[config.mk]
export PLATFORM = sky130hd
export DESIGN_NAME = do_xung
export DESIGN_NICKNAME = d
export VERILOG_FILES = /design/src/rtl/do_xung.sv
export SDC_FILE = /design/constraint.sdc
export NUM_CORES = 1
export LEC_CHECK = 0
export ABC_AREA = 0
export CORE_MARGIN = 2
export CORE_UTILIZATION = 45
export CTS_BUF_LIST = sky130_fd_sc_hd__clkbuf_2 sky130_fd_sc_hd__clkbuf_4 sky130_fd_sc_hd__clkbuf_8
export DETAILED_ROUTE_END_ITERATION = 6
export PLACE_DENSITY = 0.64
export RECOVER_POWER = 50
export SYNTH_ARGS = -nofsm -noshare
export SYNTH_HDL_FRONTEND = slang
export SYNTH_SLANG_ARGS = --single-unit
[constraint.sdc]
create_clock -name clk -period 16.8 [get_ports clk]
set_clock_uncertainty 0.15 [all_clocks]
set_input_delay 2.52 -clock clk [delete_from_list [all_inputs] [get_ports clk]]
set_output_delay 2.52 -clock clk [all_outputs]
set_load 0.05 [all_outputs]
[src/rtl/do_xung.sv]
// do_xung: pulse-train meter. Measures the high time and the period of PulseIn
// in clk cycles and classifies each complete period against four nominal mode
// periods, also checking that the duty cycle is close to 50%.
// Optional feature macro: GLITCH_FILTER_EN. When it is defined, a stability
// filter sits between the synchronizer and the edge detector. Pulses shorter
// than FILT_LEN cycles are rejected, and edge latency grows by FILT_LEN cycles.
//
// state | meaning
// IDLE  | no measurement running, counters held at 0, waiting for a rise
// HIGH  | input high, period and high counters both running
// LOW   | input low, period counter running, high counter frozen
module do_xung #(
    parameter int unsigned CNT_W     = 25,
    parameter int unsigned NOM0      = 1000,
    parameter int unsigned NOM1      = 5000,
    parameter int unsigned NOM2      = 2000,
    parameter int unsigned NOM3      = 10000000,
    parameter int unsigned TOL_SHIFT = 5,
    parameter int unsigned TIMEOUT   = 20000000,
    parameter int unsigned FILT_LEN  = 4
) (
    input  logic             clk,
    input  logic             rst_n,
    input  logic             PulseIn,
    output logic [CNT_W-1:0] high_cnt,
    output logic [CNT_W-1:0] period_cnt,
    output logic             meas_valid,
    output logic [1:0]       mode,
    output logic             mode_ok,
    output logic             timeout
);

    typedef enum logic [1:0] {ST_IDLE, ST_HIGH, ST_LOW} state_t;

    localparam int unsigned NOMS [4] = '{NOM0, NOM1, NOM2, NOM3};
    localparam logic [CNT_W-1:0] TMO_C = CNT_W'(TIMEOUT);

    // Reject parameter sets where the counters could not reach TIMEOUT
    if (TIMEOUT == 0 || 64'(TIMEOUT) >= (64'd1 << CNT_W)) begin : g_bad_timeout
        $error("do_xung: TIMEOUT must lie in 1 .. 2**CNT_W-1");
    end
    if (FILT_LEN == 0) begin : g_bad_filt_len
        $error("do_xung: FILT_LEN must be at least 1");
    end

    logic             sync1_q, sync2_q;
    logic             lvl, lvl_q, rise, fall;
    state_t           state_q;
    logic [CNT_W-1:0] cnt_p_q, cnt_h_q, high_q, period_q;
    logic [1:0]       mode_q;
    logic             mode_ok_q, valid_q, timeout_q;
    logic             tmo_hit;
    logic [CNT_W:0]   p_ext, h2_ext, nom_c, tol_c, diff_c, duty_diff;
    logic             match, duty_ok;
    logic [1:0]       match_mode;

    // Two-flop synchronizer for the asynchronous input
    always_ff @(posedge clk or negedge rst_n) begin
        if (!rst_n) begin
            sync1_q <= 1'b0;
            sync2_q <= 1'b0;
        end else begin
            sync1_q <= PulseIn;
            sync2_q <= sync1_q;
        end
    end

`ifdef GLITCH_FILTER_EN
    localparam int unsigned FCW = (FILT_LEN > 1) ? $clog2(FILT_LEN) : 1;
    logic [FCW-1:0] filt_cnt_q;
    logic           filt_q;

    // Filtered level flips only after FILT_LEN consecutive samples disagree with it
    always_ff @(posedge clk or negedge rst_n) begin
        if (!rst_n) begin
            filt_q     <= 1'b0;
            filt_cnt_q <= '0;
        end else if (sync2_q == filt_q) begin
            filt_cnt_q <= '0;
        end else if (filt_cnt_q == FCW'(FILT_LEN - 1)) begin
            filt_q     <= sync2_q;
            filt_cnt_q <= '0;
        end else begin
            filt_cnt_q <= filt_cnt_q + FCW'(1);
        end
    end

    assign lvl = filt_q;
`else
    assign lvl = sync2_q;
`endif

    // Previous conditioned level for single-cycle edge pulses
    always_ff @(posedge clk or negedge rst_n) begin
        if (!rst_n) lvl_q <= 1'b0;
        else        lvl_q <= lvl;
    end

    assign rise    = lvl & ~lvl_q;
    assign fall    = ~lvl & lvl_q;
    assign tmo_hit = (cnt_p_q >= TMO_C);

    // Period window match (lowest mode wins) and duty window, one bit wider than the counters
    always_comb begin
        match      = 1'b0;
        match_mode = 2'd0;
        nom_c      = '0;
        tol_c      = '0;
        diff_c     = '0;
        p_ext      = {1'b0, cnt_p_q};
        h2_ext     = {cnt_h_q, 1'b0};
        for (int i = 3; i >= 0; i--) begin
            nom_c  = (CNT_W + 1)'(NOMS[i]);
            tol_c  = nom_c >> TOL_SHIFT;
            diff_c = (p_ext >= nom_c) ? (p_ext - nom_c) : (nom_c - p_ext);
            if (diff_c <= tol_c) begin
                match      = 1'b1;
                match_mode = 2'(i);
            end
        end
        duty_diff = (h2_ext >= p_ext) ? (h2_ext - p_ext) : (p_ext - h2_ext);
        duty_ok   = (duty_diff <= (p_ext >> TOL_SHIFT));
    end

    // Measurement FSM: runs the counters, publishes and classifies on each closing rise
    always_ff @(posedge clk or negedge rst_n) begin
        if (!rst_n) begin
            state_q   <= ST_IDLE;
            cnt_p_q   <= '0;
            cnt_h_q   <= '0;
            high_q    <= '0;
            period_q  <= '0;
            mode_q    <= 2'd0;
            mode_ok_q <= 1'b0;
            valid_q   <= 1'b0;
            timeout_q <= 1'b0;
        end else begin
            valid_q <= 1'b0;
            unique case (state_q)
                ST_IDLE: begin
                    if (rise) begin
                        state_q <= ST_HIGH;
                        cnt_p_q <= CNT_W'(1);
                        cnt_h_q <= CNT_W'(1);
                    end else begin
                        cnt_p_q <= '0;
                        cnt_h_q <= '0;
                    end
                end
                ST_HIGH: begin
                    if (tmo_hit) begin
                        state_q   <= ST_IDLE;
                        timeout_q <= 1'b1;
                        mode_ok_q <= 1'b0;
                        cnt_p_q   <= '0;
                        cnt_h_q   <= '0;
                    end else begin
                        cnt_p_q <= cnt_p_q + CNT_W'(1);
                        if (fall) state_q <= ST_LOW;
                        else      cnt_h_q <= cnt_h_q + CNT_W'(1);
                    end
                end
                ST_LOW: begin
                    if (tmo_hit) begin
                        state_q   <= ST_IDLE;
                        timeout_q <= 1'b1;
                        mode_ok_q <= 1'b0;
                        cnt_p_q   <= '0;
                        cnt_h_q   <= '0;
                    end else if (rise) begin
                        // Publish the period that this rise closes, then start the next one
                        period_q  <= cnt_p_q;
                        high_q    <= cnt_h_q;
                        valid_q   <= 1'b1;
                        timeout_q <= 1'b0;
                        mode_ok_q <= match & duty_ok;
                        if (match && duty_ok) mode_q <= match_mode;
                        state_q   <= ST_HIGH;
                        cnt_p_q   <= CNT_W'(1);
                        cnt_h_q   <= CNT_W'(1);
                    end else begin
                        cnt_p_q <= cnt_p_q + CNT_W'(1);
                    end
                end
                default: begin
                    state_q <= ST_IDLE;
                    cnt_p_q <= '0;
                    cnt_h_q <= '0;
                end
            endcase
        end
    end

    assign high_cnt   = high_q;
    assign period_cnt = period_q;
    assign meas_valid = valid_q;
    assign mode       = mode_q;
    assign mode_ok    = mode_ok_q;
    assign timeout    = timeout_q;

endmodule

==> results of run 1 <==
layout make-up:
type / count / area, um2
repair buffers: 84 / 752
clock buffers: 9 / 124
clock inverters: 7 / 63.8
well taps: 324 / 405
fillers: 2386 / 12200
inverters: 63 / 236
multi-input cells: 1125 / 7670
flip-flops and latches: 110 / 2750
worst max-delay path by stage:
stage                   to
2_1_floorplan      mode[0]
4_1_cts            mode[0]
3_3_place_gp       mode[0]
6_report       cnt_h_q[21]
5_1_grt        cnt_h_q[21]
3_5_place_dp       mode[0]
per-layer routing:
layer  vias up  routed length, um
li1       5083                  -
met1      5269              17700
met2       564              17000
met3        97               3770
met4         0               1540
met5         -                  0
through the flow:
step / instance area [um2] / util
2_1_floorplan: 11000 / -
3_3_place_gp: 11800 / 0.490
3_5_place_dp: 11800 / 0.490
4_1_cts: 12000 / 0.497
5_1_grt: 12000 / 0.497
6_report: 12000 / 0.497
where the power goes:
group | internal (uW) | switching (uW)
Sequential | 277 | 27.2
Clock | 57.2 | 111
Combinational | 370 | 539
Total | 704 | 677
cell families (layout without fill, tap and decap cells):
logic type                 after synthesis  in the layout
xor gates and xnor gates                88             88
buffers and inverters                  154            163
adders and majority gates               88             88
and+or+nand+nor                        499            499
AOI/OAI and AO/OA                      385            385
muxes                                   65             65
DFF                                    110            110
synthesized netlist by cell type, types with 15 or more instances:
library cell / number / share of area
a211oi_1: 17 / 0.012
a21o_1: 22 / 0.015
a21oi_1: 108 / 0.049
a31oi_1: 15 / 0.0085
buf_2: 15 / 0.0068
clkbuf_1: 60 / 0.020
dfrtp_1: 110 / 0.25
ha_1: 86 / 0.098
inv_1: 56 / 0.019
mux2_2: 53 / 0.054
nand2_1: 107 / 0.036
nand2b_1: 15 / 0.0085
nand3_1: 36 / 0.016
nand4_1: 42 / 0.024
nor2_1: 134 / 0.046
nor3_1: 54 / 0.024
nor4_1: 18 / 0.010
o211ai_1: 15 / 0.010
o21ai_0: 83 / 0.038
or3_1: 16 / 0.0091
xnor2_1: 78 / 0.062
sequential cells by signal, indices dropped and copies added (netlist names):
register and flops:
cnt_h_q 25, period_cnt 25, lvl 1, timeout 1
sync1_q 1, meas_valid 1, mode_ok 1, mode 2
lvl_q 1, state_q 2, cnt_p_q 25, high_cnt 25
==> run_results.csv, run 1 <==
group,metric,value,unit
power_and_ir_drop,leakage_component_of_the_power,0.00517,uW
critical_path,cp_common_cell,"clkbuf_1",
clocking,cts_htree_levels,3,
floorplanning,die_width,161,um
timing,final_max_slew_viol_count,189,
power_and_ir_drop,finalPower,1380,uW
yosys,synth-edff-count,0,
finish,finish.net_count,1484,
yosys,synth.ff_latch_count,110,
clocking,post_cts.repair.setup_buffers,0,
critical_path,cp_num_cells,2,
placed_design,port_buffers,57,
clocking,postCtsResizedCells,0,
critical_path,startpoint,"rst_n",
finish,layout_commonest_cell,"nor2_1",
global_routing,grt_antenna_before_repair,0,
finish,layout-area-overhead-vs-synth,8.79,%
critical_path,worst-path-buf-inv,2,
floorplanning,io_pins,58,
yosys,synth_seq_area_share,0.249,
timing,whs,0.222,ns
yosys,post_synth_xor_area_fraction,0.0698,
clocking,tritoncts,"done",
global_routing,grt.met2_usage,0.463,
timing,rsz_0062_raised_after_global_routing,"false",
finish,antennaDiodeCount,0,
clocking,numCtsBuffers,9,
placed_design,dp.final_hpwl,30.4,mm
critical_path,reg2reg_from,"cnt_p_q[8]",
yosys,synth_compound_area_frac,0.226,
yosys,syn-instance-count,1389,
timing,hold_viol_final,0,
yosys,synth-warning-count,0,
finish,commonest_cells_after_routing_fill_and_taps_aside,"nor2_1 (133), dfrtp_1 (110), a21oi_1 (108)",
finish,drive_gt1_frac,0.0866,
finish,final-instance-count-excl-fill,1722,
floorplanning,dieArea,25800,um2
critical_path,critical_path.max_stage_delay,2.59,ns
clocking,cts.path.max_buffers,2,
yosys,avgSynthCellArea,7.94,um2
yosys,ys_async_sr_fraction,1.00,
run_status,failed_checks,"capacitance limit, slew limit",
placed_design,place_inst,1706,
critical_path,r2r_end,"mode[0]",
critical_path,worst-endpoint-arrival,6.80,ns
run,max-cap-violations,5,
timing,timing.slew.headroom,-1.37,
yosys,largest_family_of_logic_cells_by_synthesized_area,"simple AND/OR/NAND/NOR gates",
clocking,cts.sink_count,110,
worst_hold_path,min_delay_worst_endpoint,"lvl",
run_status,status,"complete, but fails checks",
clocking,clock_tree.root_cell,"clkbuf_8",
global_routing,grt_most_used_layer,"met2",
route,postRouteAntennaNets,0,
critical_path,crit_path_cell_trace,"clkbuf_1 -> clkbuf_1",
timing,setup-tns-final,0,ns
critical_path,critical_setup_path_class,"primary input to asynchronous set/reset pin",
floorplanning,standard_cell_core_area,24200,um2
route,post_drt_via_cell_ratio,6.40,
critical_path,timing.reg2reg.setup_slack,9.60,ns
yosys,synthAdderAreaFrac,0.101,
floorplanning,initial_core_util,0.456,
power_and_ir_drop,vdd.ir_drop.worst,0.000136,V
route,route.detailed.drc,0,
route,vias,11013,
critical_path,timing.critical_path.from_type,"primary input",
global_routing,grt_pass1_wl,62.2,mm
global_routing,grt_util_all_layers,0.312,
yosys,summed_instance_area_of_the_synthesized_netlist,11000,um2
global_routing,met1_usage,0.451,
critical_path,critical_path.max_fanout,68,
critical_path,reg2reg_depth,22,
yosys,post_synth_num_cell_types,86,
yosys,dominantRegCellSynth,"dfrtp_1",
clocking,cts_clock_pin_slew_for_the_worst_setup_and_hold_paths,0.12,ns
critical_path,worstSetupEndpointType,"asynchronous set/reset pin",
global_routing,met3_usage,0.0568,
floorplanning,die_y,161,um
yosys,post_synth_mux_area_share,0.0666,
placed_design,globalplace.congestion,1.04,
route,dr.first_iter.drc_count,1478,
worst_hold_path,min-delay-start,"sync1_q",
placed_design,place_worst_setup_slack,9.93,ns
clocking,cts-hold-fix-buffers,0,
power_and_ir_drop,powerDensity,115,nW/um2
timing,finalSetupViolCount,0,
global_routing,maximum_number_of_pins_on_one_net_before_global_route_repair,69,
worst_hold_path,hold_depth,0,
critical_path,worst_ep_required,16.40,ns
critical_path,cpMaxStageDelayCell,"clkbuf_1",
timing,timing.final.crit_share,0.429,
critical_path,timing.critical_path.max_delay_family,"buffers and inverters",
timing,worstMarginPinSlew,3.55,ns
timing,fin_ws,9.59,ns
route,routed_wire_length_per_instance,23.2,um
yosys,postSynthNetCount,1480,
route,drt_pre_antenna_iters,6,
yosys,synth_simple_gate_area_frac,0.229,
timing,max_clock_freq,0.139,GHz
timing,finalWorstPathRequiredPeriod,7.21,ns
clocking,worst_skew_pair.late_latency,0.43,ns
global_routing,globalRoute.totalOverflow,0,
route,routed_wl,39.9,mm
worst_hold_path,min_path_type,"register to register",
floorplanning,fp-row-count,57,
global_routing,via_count_of_the_first_global_routing_pass,10307,
No activity file was read; power rests on OpenSTA's default activity.
==> run 2, diff against run 1 <==
--- a/config.mk
+++ b/config.mk
@@ -10,7 +10,7 @@
 export CORE_UTILIZATION = 45
 export CTS_BUF_LIST = sky130_fd_sc_hd__clkbuf_2 sky130_fd_sc_hd__clkbuf_4 sky130_fd_sc_hd__clkbuf_8
 export DETAILED_ROUTE_END_ITERATION = 6
-export PLACE_DENSITY = 0.64
+export PLACE_DENSITY = 0.66
 export RECOVER_POWER = 50
 export SYNTH_ARGS = -nofsm -noshare
 export SYNTH_HDL_FRONTEND = slang
==> constraint.sdc (replaced) <==
create_clock -name clk -period 6.5 [get_ports clk]
set_clock_uncertainty 0.15 [all_clocks]
set_input_delay 0.975 -clock clk [delete_from_list [all_inputs] [get_ports clk]]
set_output_delay 0.975 -clock clk [all_outputs]
set_load 0.05 [all_outputs]
==> run_results.csv, run 2 (same netlist as run 1, synthesis figures left out) <==
group,metric,value,unit
global_routing,grt_util_all_layers,0.316,
clocking,clock_tree.root_cell,"clkbuf_8",
worst_hold_path,min_path_type,"register to register",
power_and_ir_drop,seqPwrFrac,0.213,
finish,finish.net_count,1509,
clocking,cts_clock_pin_slew_for_the_worst_setup_and_hold_paths,0.11,ns
global_routing,via_count_of_the_first_global_routing_pass,10532,
floorplanning,die_width,161,um
route,routed_wire_length_per_instance,23.0,um
route,postRouteAntennaNets,0,
placed_design,port_buffers,57,
floorplanning,die_y,161,um
clocking,cts_htree_levels,3,
run,max-cap-violations,1,
critical_path,worst_ep_required,6.66,ns
global_routing,maximum_number_of_pins_on_one_net_before_global_route_repair,61,
run_status,failed_checks,"capacitance limit, slew limit",
critical_path,timing.critical_path.from_type,"register",
floorplanning,standard_cell_core_area,24200,um2
finish,layout.core_utilization,0.505,
finish,commonest_cells_after_routing_fill_and_taps_aside,"nor2_1 (133), dfrtp_1 (110), a21oi_1 (108)",
clocking,worst_skew_pair.late_latency,0.43,ns
floorplanning,initial_core_util,0.456,
clocking,tritoncts,"done",
power_and_ir_drop,vdd.ir_drop.worst,0.000338,V
finish,antennaDiodeCount,0,
floorplanning,dieArea,25800,um2
critical_path,worst-endpoint-arrival,6.31,ns
clocking,cts.path.max_buffers,2,
power_and_ir_drop,net-switching-power,1740,uW
timing,finalSetupViolCount,0,
global_routing,grt_antenna_before_repair,1,
power_and_ir_drop,powerDensity,293,nW/um2
finish,layout_commonest_cell,"nor2_1",
global_routing,globalRoute.totalOverflow,0,
route,dr.first_iter.drc_count,1081,
clocking,numCtsBuffers,9,
timing,finalWorstPathRequiredPeriod,6.16,ns
floorplanning,io_pins,58,
clocking,postCtsResizedCells,0,
timing,timing.slew.headroom,-1.38,
clocking,post_cts.repair.setup_buffers,0,
run_status,status,"complete, but fails checks",
timing,max_clock_freq,0.162,GHz
finish,drive_gt1_frac,0.105,
critical_path,critical_setup_path_class,"register to register",
timing,timing.final.crit_share,0.947,
finish,layout-area-overhead-vs-synth,10.6,%
critical_path,reg2reg_depth,23,
clocking,cts-hold-fix-buffers,0,
timing,setup-tns-final,0,ns
clocking,cts.sink_count,110,
timing,rsz_0062_raised_after_global_routing,"false",
floorplanning,fp-row-count,57,
route,drt_pre_antenna_iters,5,
route,routed_wl,40.3,mm
route,route.detailed.drc,0,
power_and_ir_drop,intPower,1840,uW
global_routing,grt_pass1_wl,63.2,mm
placed_design,globalplace.congestion,1.02,
timing,hold_viol_final,0,
power_and_ir_drop,share_comb_of_total_power,0.664,
power_and_ir_drop,leakage_component_of_the_power,0.00539,uW
timing,worstMarginPinSlew,3.58,ns
route,post_drt_via_cell_ratio,6.29,
power_and_ir_drop,p_sw_frac,0.485,
critical_path,critical_path.max_fanout,14,
placed_design,dp.final_hpwl,30.7,mm
power_and_ir_drop,clkPwrFrac,0.123,
route,vias,10984,
worst_hold_path,hold_depth,0,
timing,final_max_slew_viol_count,61,
critical_path,worstSetupEndpointType,"register",
## run 2: cell types whose count changed in the layout (fill, tap and decap cells not counted)
cell,change
o311ai_0,-1
o311ai_1,+1
buf_4,+27
clkdlybuf4s50_1,-23
ha_2,+1
dlygate4sd3_1,+23
clkinv_4,-1
clkbuf_4,+1
clkbuf_2,+1
ha_1,-1
clkbuf_1,-3
## run 2: worst paths after layout
path | from | end | slack [ns]
worst max register to register | cnt_p_q[22] | mode[0] | 0.34
min in group asynchronous | rst_n | lvl_q | 1.61
worst max-delay path | cnt_p_q[22] | mode[0] | 0.34
worst min-delay path | sync1_q | lvl | 0.22
worst min register to register | sync1_q | lvl | 0.22
max in group asynchronous | rst_n | cnt_h_q[16] | 1.92
## run 2: stage by stage
stage | instances | cell area (um2) | hold WS (ns) | setup WS, ns | power, uW
finish | 1747 | 12200 | 0.219 | 0.345 | 3580
global route | 1747 | 12200 | 0.236 | 0.0136 | 3850
CTS | 1747 | 12200 | 0.222 | 0.394 | 3560
detailed placement | 1731 | 12000 | 0.189 | 0.432 | 3100
global placement | 1731 | 12000 | 0.192 | 0.703 | 3070
floorplan | 1389 | 11000 | 0.181 | 0.635 | 2490
## run 2: area by class of cell
class,count,area (um2)
clock buffer,10,131
timing repair buffer,109,948
fill,2416,12000
inverter,63,236
multi-input combinational,1125,7670
tap,324,405
sequential,110,2750
clock inverter,6,55.1
## run 2: layer usage
layer,part of all wire,global-route usage,up-vias
li1,-,-,5137
met1,0.47,0.456,5351
met2,0.44,0.487,436
met3,0.068,0.0524,60
met4,0.023,0.0880,0
met5,0,0,-
## run 2: power groups by stage
stage                     Clock, uW  Sequential [uW]  Combinational, uW
after floorplan                   0              801               1690
after global placement            0              775               2300
after detailed placement          0              776               2320
after CTS                       457              763               2340
after global routing            474              769               2610
final                           440              763               2380
## run 2: worst max-delay path: stages (launching register included)
cell and delay, ns:
dfrtp_1 0.56, inv_1 0.27, ha_2 0.51, nand4_1 0.21, or4_1 0.56, o22ai_1 0.20, o21ai_2 0.14, and3_4 0.25
o31ai_1 0.38, nor2_1 0.10, a21oi_1 0.16, o221ai_1 0.17, xor2_1 0.20, ha_1 0.30, nand4_1 0.12, nor2_1 0.05
o31ai_1 0.21, o211ai_1 0.14, o22ai_1 0.23, o2111ai_1 0.15, nor4_1 0.34, o2111ai_2 0.23, a211o_1 0.28, o21a_1 0.10
==> run 3, diff against run 2 <==
--- a/config.mk
+++ b/config.mk
@@ -6,11 +6,11 @@
 export NUM_CORES = 1
 export LEC_CHECK = 0
 export ABC_AREA = 0
-export CORE_MARGIN = 2
+export CORE_MARGIN = 1
 export CORE_UTILIZATION = 45
 export CTS_BUF_LIST = sky130_fd_sc_hd__clkbuf_2 sky130_fd_sc_hd__clkbuf_4 sky130_fd_sc_hd__clkbuf_8
 export DETAILED_ROUTE_END_ITERATION = 6
-export PLACE_DENSITY = 0.66
+export PLACE_DENSITY = 0.64
 export RECOVER_POWER = 50
 export SYNTH_ARGS = -nofsm -noshare
 export SYNTH_HDL_FRONTEND = slang
==> constraint.sdc (replaced) <==
create_clock -name clk -period 7.3 [get_ports clk]
set_clock_uncertainty 0.15 [all_clocks]
set_input_delay 1.095 -clock clk [delete_from_list [all_inputs] [get_ports clk]]
set_output_delay 1.095 -clock clk [all_outputs]
set_load 0.05 [all_outputs]
==> run_results.csv, run 3 (same netlist as run 1, synthesis figures left out) <==
group,metric,value,unit
run_status,status,"complete, but fails checks",
run_status,failed_checks,"capacitance limit, slew limit",
run,max-cap-violations,2,
timing,hold_viol_final,0,
placed_design,dp.final_hpwl,30.3,mm
placed_design,globalplace.congestion,1.02,
floorplanning,initial_core_util,0.465,
route,drt_pre_antenna_iters,6,
critical_path,critical_path.max_fanout,28,
finish,antennaDiodeCount,0,
route,post_drt_via_cell_ratio,6.38,
clocking,post_cts.repair.setup_buffers,0,
worst_hold_path,min_path_type,"register to register",
route,route.detailed.drc,0,
placed_design,post_dp_cell_area,11900,um2
global_routing,grt_antenna_before_repair,0,
timing,whs,0.226,ns
worst_hold_path,min_delay_worst_endpoint,"lvl",
worst_hold_path,min-delay-start,"sync1_q",
global_routing,globalRoute.totalOverflow,0,
route,vias,11008,
timing,final_max_slew_viol_count,94,
critical_path,reg2reg_depth,22,
clocking,tritoncts,"done",
clocking,clock_tree.root_cell,"clkbuf_8",
floorplanning,standard_cell_core_area,23800,um2
finish,layout_commonest_cell,"nor2_1",
finish,layout-area-overhead-vs-synth,9.59,%
clocking,worst_skew_pair.late_latency,0.41,ns
critical_path,timing.critical_path.from_type,"register",
critical_path,critical_setup_path_class,"register to register",
timing,rsz_0062_raised_after_global_routing,"false",
critical_path,cp_common_cell,"ha_1",
global_routing,grt_pass1_wl,62.0,mm
timing,timing.final.crit_share,0.875,
clocking,cts-hold-fix-buffers,0,
global_routing,via_count_of_the_first_global_routing_pass,10236,
finish,fin_area,12100,um2
timing,max_clock_freq,0.157,GHz
floorplanning,die_y,159,um
critical_path,timing.reg2reg.setup_slack,0.91,ns
route,routed_wire_length_per_instance,23.2,um
route,routed_wl,40.1,mm
power_and_ir_drop,powerDensity,263,nW/um2
critical_path,r2r_end,"mode[0]",
power_and_ir_drop,vdd.ir_drop.worst,0.000201,V
critical_path,worst-endpoint-arrival,6.55,ns
timing,finalWorstPathRequiredPeriod,6.39,ns
clocking,cts_htree_levels,3,
route,dr.first_iter.drc_count,1269,
finish,commonest_cells_after_routing_fill_and_taps_aside,"nor2_1 (133), dfrtp_1 (110), a21oi_1 (108)",
critical_path,reg2reg_from,"cnt_p_q[4]",
timing,worstMarginPinSlew,3.00,ns
clocking,numCtsBuffers,9,
timing,setup-tns-final,0,ns
worst_hold_path,hold_depth,0,
critical_path,worst-path-buf-inv,1,
finish,finish.net_count,1493,
floorplanning,dieArea,25200,um2
clocking,cts.path.max_buffers,2,
placed_design,port_buffers,57,
floorplanning,fp-row-count,56,
power_and_ir_drop,leakage_component_of_the_power,0.00527,uW
critical_path,crit_path_cell_trace,"inv_1 -> ha_1 -> a21o_1 -> a221oi_2 -> or4_4 -> a31o_4 -> and3_4 -> mux2_4 -> or2_2 -> a221oi_1 -> xnor2_1 -> ha_1 -> nand2_1 -> nor2_1 -> o31ai_1 -> o211ai_1 -> o22ai_1 -> o2111ai_1 -> nor4_1 -> o2111ai_2 -> a211o_1 -> o21a_1",
floorplanning,die_width,159,um
clocking,cts_clock_pin_slew_for_the_worst_setup_and_hold_paths,0.13,ns
power_and_ir_drop,finalPower,3190,uW
critical_path,worstSetupEndpointType,"register",
finish,fillerInstances,2316,
finish,drive_gt1_frac,0.0938,
route,postRouteAntennaNets,0,
global_routing,grt_util_all_layers,0.329,
clocking,postCtsResizedCells,0,
timing,finalSetupViolCount,0,
critical_path,timing.critical_path.max_delay_family,"compound AO/OA/AOI/OAI gates",
clocking,cts.sink_count,110,
critical_path,startpoint,"cnt_p_q[4]",
critical_path,cpMaxStageDelayCell,"dfrtp_1",
global_routing,maximum_number_of_pins_on_one_net_before_global_route_repair,61,
floorplanning,io_pins,58,
critical_path,critical_path.max_stage_delay,0.65,ns
critical_path,worst_ep_required,7.46,ns
timing,timing.slew.headroom,-0.998,
-- run 3: cell types whose count changed in the layout (fill, tap and decap cells not counted), moves of 2 or more --
| cell | delta |
|---|---|
| clkinvlp_4 | -2 |
| clkdlybuf4s50_1 | +16 |
| buf_4 | -18 |
| dlygate4sd3_1 | -16 |
| clkbuf_1 | +2 |
-- run 3: per-layer routing --
layer / share of wire / track usage / up-vias
met1: 0.46 / 0.485 / 5279
li1: - / - / 5121
met2: 0.43 / 0.488 / 528
met3: 0.079 / 0.0476 / 80
met4: 0.030 / 0.109 / 0
met5: 0 / 0 / -
-- run 3: power breakdown --
group / internal, uW / switching (uW) / total (uW)
Clock: 141 / 264 / 405
Sequential: 638 / 54.0 / 692
Combinational: 848 / 1240 / 2090
-- run 3: worst max path at each step --
stage               to  slack [ns]  cells past startpoint
2_1_floorplan  mode[0]        1.43                     26
3_3_place_gp   mode[0]        1.12                     22
3_5_place_dp   mode[0]        0.98                     22
4_1_cts        mode[0]        0.96                     22
5_1_grt        mode[0]        0.37                     23
6_report       mode[0]        0.91                     22
-- run 3: area by class of cell --
class / instances / area (um2) / share of cell area
inverters: 63 / 236 / 0.0196
clock buffers: 9 / 124 / 0.0102
clock inverters: 7 / 83.8 / 0.00693
flip-flops and latches: 110 / 2750 / 0.228
multi-input cells: 1125 / 7680 / 0.635
well taps: 319 / 399 / 0.0330
repair buffers: 93 / 821 / 0.0679
-- run 3: through the flow --
step | utilization | instances | setup WS (ns)
global route | 0.509 | 1726 | 0.375
detailed placement | 0.501 | 1710 | 0.984
CTS | 0.510 | 1726 | 0.965
global placement | 0.501 | 1710 | 1.12
floorplan | - | 1389 | 1.43
finish | 0.509 | 1726 | 0.910
